## config.mk

```make
export PLATFORM = sky130hd
export DESIGN_NAME = rr_arbiter_n
export DESIGN_NICKNAME = d
export VERILOG_FILES = /design/src/rtl/arb_pkg.sv /design/src/rtl/rr_pick.sv /design/src/rtl/rr_arbiter_n.sv
export SDC_FILE = /design/constraint.sdc
export NUM_CORES = 1
export LEC_CHECK = 0
export ABC_AREA = 1
export CAP_MARGIN = 20
export CORE_MARGIN = 2
export CORE_UTILIZATION = 49
export CTS_CLUSTER_DIAMETER = 80
export CTS_CLUSTER_SIZE = 28
export DETAILED_ROUTE_END_ITERATION = 12
export PLACE_DENSITY = 0.76
export SLEW_MARGIN = 15
export SYNTH_ARGS = -nofsm -noshare
export SYNTH_HDL_FRONTEND = slang
export SYNTH_SLANG_ARGS = --single-unit
```

## constraint.sdc

```tcl
create_clock -name clk -period 2.4 [get_ports clk]
set_input_delay 0.36 -clock clk [delete_from_list [all_inputs] [get_ports clk]]
set_output_delay 0.36 -clock clk [all_outputs]
set_load 0.02 [all_outputs]
```

## src/rtl/arb_pkg.sv

```systemverilog
// Shared arbiter definitions: FSM state encoding, clog2 helper, requester limit.
// Latency: n/a (package only).
// Backpressure: n/a (package only).
package arb_pkg;

   // Largest requester count an arbiter instance may be built with.
   localparam int N_MAX = 16;

   typedef enum logic {
      IDLE = 1'b0,
      BUSY = 1'b1
   } state_t;

   // Ceiling log2, for sizing the encoded requester index.
   function automatic int clog2(input int v);
      int r;
      r = 0;
      while ((1 << r) < v) begin
         r = r + 1;
      end
      return r;
   endfunction

endpackage

```

## src/rtl/rr_pick.sv

```systemverilog
// Rotating priority encoder: first requester at or after ptr, searching cyclically.
// Latency: purely combinational, zero cycles.
// Backpressure: none; the result is valid whenever req and ptr are stable.
module rr_pick #(
   parameter int N    = 4,
   parameter int IDXW = 2
) (
   input  logic [N-1:0]    req,
   input  logic [IDXW-1:0] ptr,
   output logic [IDXW-1:0] winner,
   output logic [N-1:0]    winner_oh,
   output logic            any
);

   int idx;

   // Walk ptr, ptr+1, ..., wrapping at N; the first set request wins.
   always_comb begin
      winner    = '0;
      winner_oh = '0;
      any       = 1'b0;
      idx       = 0;
      for (int k = 0; k < N; k++) begin
         idx = int'(ptr) + k;
         if (idx >= N) begin
            idx = idx - N;
         end
         if (!any && req[idx]) begin
            any            = 1'b1;
            winner         = IDXW'(idx);
            winner_oh[idx] = 1'b1;
         end
      end
   end

endmodule

```

## src/rtl/rr_arbiter_n.sv

```systemverilog
// N-way round-robin arbiter with optional grant lock for multi-cycle transfers.
// Latency: one cycle from req to registered grant when idle or releasing.
// Backpressure: none; requesters keep req asserted until granted.
module rr_arbiter_n
   import arb_pkg::*;
#(
   parameter  int N    = 4,
   parameter  int LOCK = 1,
   localparam int IDXW = clog2(N)
) (
   input  logic            clk,
   input  logic            rst,
   input  logic [N-1:0]    req,
   input  logic [N-1:0]    last,
   output logic [N-1:0]    grant,
   output logic            grant_valid,
   output logic [IDXW-1:0] grant_idx
);

   if (N < 2 || N > N_MAX) begin : g_bad_n
      $error("rr_arbiter_n: N must lie in 2..16");
   end

   state_t          state_q, state_d;
   logic [IDXW-1:0] ptr_q, ptr_d;
   logic [IDXW-1:0] owner_q, owner_d;
   logic [N-1:0]    grant_q, grant_d;
   logic [IDXW-1:0] grant_idx_q, grant_idx_d;
   logic            grant_valid_q, grant_valid_d;

   logic [IDXW-1:0] pick_idx;
   logic [N-1:0]    pick_oh;
   logic            pick_any;
   logic            owner_rel;

   rr_pick #(
      .N    (N),
      .IDXW (IDXW)
   ) u_pick (
      .req       (req),
      .ptr       (ptr_q),
      .winner    (pick_idx),
      .winner_oh (pick_oh),
      .any       (pick_any)
   );

   // Decide hold vs. re-arbitrate; a release re-picks in the same edge so there is no idle bubble.
   always_comb begin
      state_d       = state_q;
      ptr_d         = ptr_q;
      owner_d       = owner_q;
      grant_d       = grant_q;
      grant_idx_d   = grant_idx_q;
      grant_valid_d = grant_valid_q;
      owner_rel     = (LOCK == 0) || !req[owner_q] || last[owner_q];
      if (state_q == IDLE || owner_rel) begin
         if (pick_any) begin
            state_d       = BUSY;
            owner_d       = pick_idx;
            grant_d       = pick_oh;
            grant_idx_d   = pick_idx;
            grant_valid_d = 1'b1;
            // The winner drops to lowest priority; wrap explicitly so ptr stays below N.
            ptr_d         = (int'(pick_idx) == N - 1) ? '0 : pick_idx + IDXW'(1);
         end else begin
            state_d       = IDLE;
            grant_d       = '0;
            grant_valid_d = 1'b0;
         end
      end
   end

   // State and output registers; reset clears everything asynchronously.
   always_ff @(posedge clk or posedge rst) begin
      if (rst) begin
         state_q       <= IDLE;
         ptr_q         <= '0;
         owner_q       <= '0;
         grant_q       <= '0;
         grant_idx_q   <= '0;
         grant_valid_q <= 1'b0;
      end else begin
         state_q       <= state_d;
         ptr_q         <= ptr_d;
         owner_q       <= owner_d;
         grant_q       <= grant_d;
         grant_idx_q   <= grant_idx_d;
         grant_valid_q <= grant_valid_d;
      end
   end

   assign grant       = grant_q;
   assign grant_valid = grant_valid_q;
   assign grant_idx   = grant_idx_q;

endmodule

```

==> key figures <==
Power and ir drop
  – Clock power frac: 6.9%
  – Sequential power share: 17.6%
  – P_int: 0.759 mW
  – P_leak: 0.570 nW
  – Combinational share of power: 75.5%
  – Psw: 0.957 mW
  – Sw Ratio: 55.8%
  – Peak supply drop: 0.000741 V
  – Power density cells: around 1600 nW/um2

CTS
  – Worst skew pair latency: 0.26 ns
  – Clock buffer depth: 2
  – TritonCTS Buffers: 3
  – Post-CTS Resized: 0
  – Clock Pin Slew Worst Setup and Hold Paths: around 0.060 ns
  – Quantity of hold-fixing buffers added after cts: 0
  – TritonCTS clock tree: done
  – Clk root buf: clkbuf_4
  – Total clock sinks: 9
  – H-tree levels: 1
  – Post-CTS setup buffers: 0

Worst setup path
  – Setup crit start kind: flop
  – Arrival @ worst endpoint: 2.24 ns
  – CP max FO: 10
  – Crit. End Element: flop
  – WP data required: 2.55 ns
  – CP Class: flop to flop

Yosys
  – Post-Syn Area: 852 um2
  – Synth top area cells: dfrtp_1 (26%), nand2_1 (23%), inv_1 (7.5%), nand3_2 (7.0%), ha_1 (5.9%)
  – Sequential area share after synthesis: 26.4%
  – Syn Nets: 149
  – Synth cell types: 18
  – Post-synth top area share: a little over a quarter
  – Syn avg cell area: 6.31 um2
  – Number of synthesis warnings: 0
  – FF+latch count, synth: 9
  – Synth Instances: 135
  – Yosys top cell by area: dfrtp_1

STA
  – Tcrit/Tclk final: about 87%
  – Clock Skew: roughly 0.00079 ns
  – Max Clock Freq: about 480 MHz
  – Slew margin rel.: 77.8%
  – RSZ-0062 raised after global routing: no
  – TNS Setup: 0 ns
  – Final setup fails: 0
  – Fin. Hold Viols: 0
  – Final Max Slew Viols: 0
  – Worst-margin pin slew: roughly 0.33 ns
  – Final min period: 2.10 ns

Routing
  – First-iteration detailed-routing DRC count: 9
  – Metal3 WL: 61 um
  – Via count: 854
  – Met1 WL: 867 um
  – Uppermost layer routed: met3
  – Final wirelength: 1820 um
  – Wire length per cell: ~11 um
  – Drt drc: 0
  – Final ANT Viol Nets: 0
  – Via density: 4.97
  – Routed wl met2: 890 um
  – First-pass iteration count of the detailed router: 4

Layout
  – Area grow syn2layout: 24.4%
  – Reg area: roughly 230 um2
  – Final Cell Area: approximately 1100 um2
  – Filler cells: 148
  – Final nets: 170
  – Antenna Cells: 0
  – Multi-input gate area: 548 um2
  – Layout cells sized above 1: 14.8%

Global route
  – Initial antenna violation count: 0
  – Vias in the first global route: roughly 760
  – First-pass GRT wire length: 3110 um
  – Total GRT Usage: about a fifth
  – Total gr overflow: 0
  – Largest net degree at the start of global routing: 11

Job
  – Max Cap Viol: 0

Placement
  – RePlAce Congestion: 0.867
  – Placed Area: about 1000 um2
  – Detail Placement HPWL: roughly 1500 um
  – IO buf count: 16

Floorplan
  – Initial Utilization: 50.4%
  – Cell row count: 15
  – IO Count: 17
  – Core Region: about 1700 um2
  – Die X-Extent: 45.7 um
  – Die area: 2090 um2
  – DIE HEIGHT: 45.7 um

Run status
  – Status: finished clean

Min path
  – Hold/Removal Path Class: input port to async pin
==> kinds of logic (layout without fill, tap and decap cells) <==
logic type               Yosys count  after routing  share of synthesized area [%]
AO/OA/AOI/OAI                     11             11                           7.34
adder cells (fa/ha/maj)            4              4                           5.87
flip-flops                         9              9                           26.4
AND/OR/NAND/NOR                   90             90                           51.1
buffers and inverters             21             41                           9.25
==> power groups by stage <==
stage | Combinational (mW) | Sequential (mW) | Clock (mW)
3_3_place_gp | 1.27 | 0.300 | 0
5_1_grt | 1.47 | 0.309 | 0.127
3_5_place_dp | 1.30 | 0.300 | 0
2_1_floorplan | 0.955 | 0.342 | 0
6_report | 1.29 | 0.301 | 0.119
4_1_cts | 1.30 | 0.299 | 0.119
==> cell type report <==
class                      instances  area share, %
multi-input combinational        105           51.7
sequential                         9           21.3
timing repair buffer              16           15.1
inverter                          21           7.44
clock buffer                       4           2.48
tap                               17           2.01
==> final timing paths <==
kind,end,slack [ns],start,depth (start not counted)
max,ptr_q[1]$_DFFE_PP0P_,0.30,flop,11
min,grant[3]$_DFFE_PP0N_,0.35,rst,2
max reg2reg,ptr_q[1]$_DFFE_PP0P_,0.30,flop,11
min reg2reg,grant[2]$_DFFE_PP0N_,0.48,grant[2]$_DFFE_PP0N_,2
max in group asynchronous,ptr_q[1]$_DFFE_PP0P_,1.80,rst,2
min in group clk,grant[2]$_DFFE_PP0N_,0.48,grant[2]$_DFFE_PP0N_,2
==> worst max-delay path, cell delays in order, from the launching register on <==
cell and delay [ns]:
dfrtp_1 0.54, inv_2 0.18, ha_1 0.38, inv_1 0.08
nand3_2 0.10, nand2_4 0.07, nor2_2 0.20, nand2_1 0.07
nand3_1 0.11, nand2_1 0.10, nand3_1 0.08, nand3_1 0.07
==> layout by cell type, fill, tap and decap left out <==
| master | count |
|---|---|
| inv_1 | 17 |
| nor2_8 | 1 |
| clkdlybuf4s50_1 | 16 |
| nand2_1 | 53 |
| o211ai_1 | 2 |
| clkbuf_1 | 1 |
| nand2_4 | 2 |
| clkbuf_4 | 3 |
| ha_1 | 4 |
| o21ai_0 | 1 |
| nand4_1 | 1 |
| nand3_2 | 6 |
| o21ai_1 | 5 |
| inv_2 | 4 |
| nand3_1 | 7 |
| a21oi_1 | 2 |
| o21bai_1 | 1 |
| nand2_2 | 5 |
| nor2_1 | 13 |
| nor2_2 | 2 |
| dfrtp_1 | 9 |
==> Yosys cell counts <==
library cell,count
inv_2,4
dfrtp_1,9
nor2_1,13
nand2_2,5
o21bai_1,1
nand2_4,2
inv_1,17
o211ai_1,2
o21ai_1,5
nand3_2,6
a21oi_1,2
nand3_1,7
nor2_2,2
ha_1,4
o21ai_0,1
nand2_1,53
nand4_1,1
nor2_8,1
==> per-stage QoR <==
step | hold slack, ns | power (mW) | setup WS, ns | utilization (%) | instances
after floorplan | 0.188 | 1.30 | 0.590 | - | 135
after global placement | 0.463 | 1.57 | 0.375 | 61.2 | 168
after detailed placement | 0.467 | 1.60 | 0.352 | 61.2 | 168
after CTS | 0.363 | 1.72 | 0.323 | 62.7 | 172
after global routing | 0.391 | 1.91 | 0.112 | 62.7 | 172
final | 0.353 | 1.72 | 0.304 | 62.7 | 172
==> metal layers <==
layer / up-vias / global-route usage (%)
met4: 0 / 2.86
met3: 0 / 5.16
li1: 457 / -
met2: 18 / 33.2
met5: - / 0
met1: 379 / 26.6
Note: power is estimated with default switching activity, not from simulation.
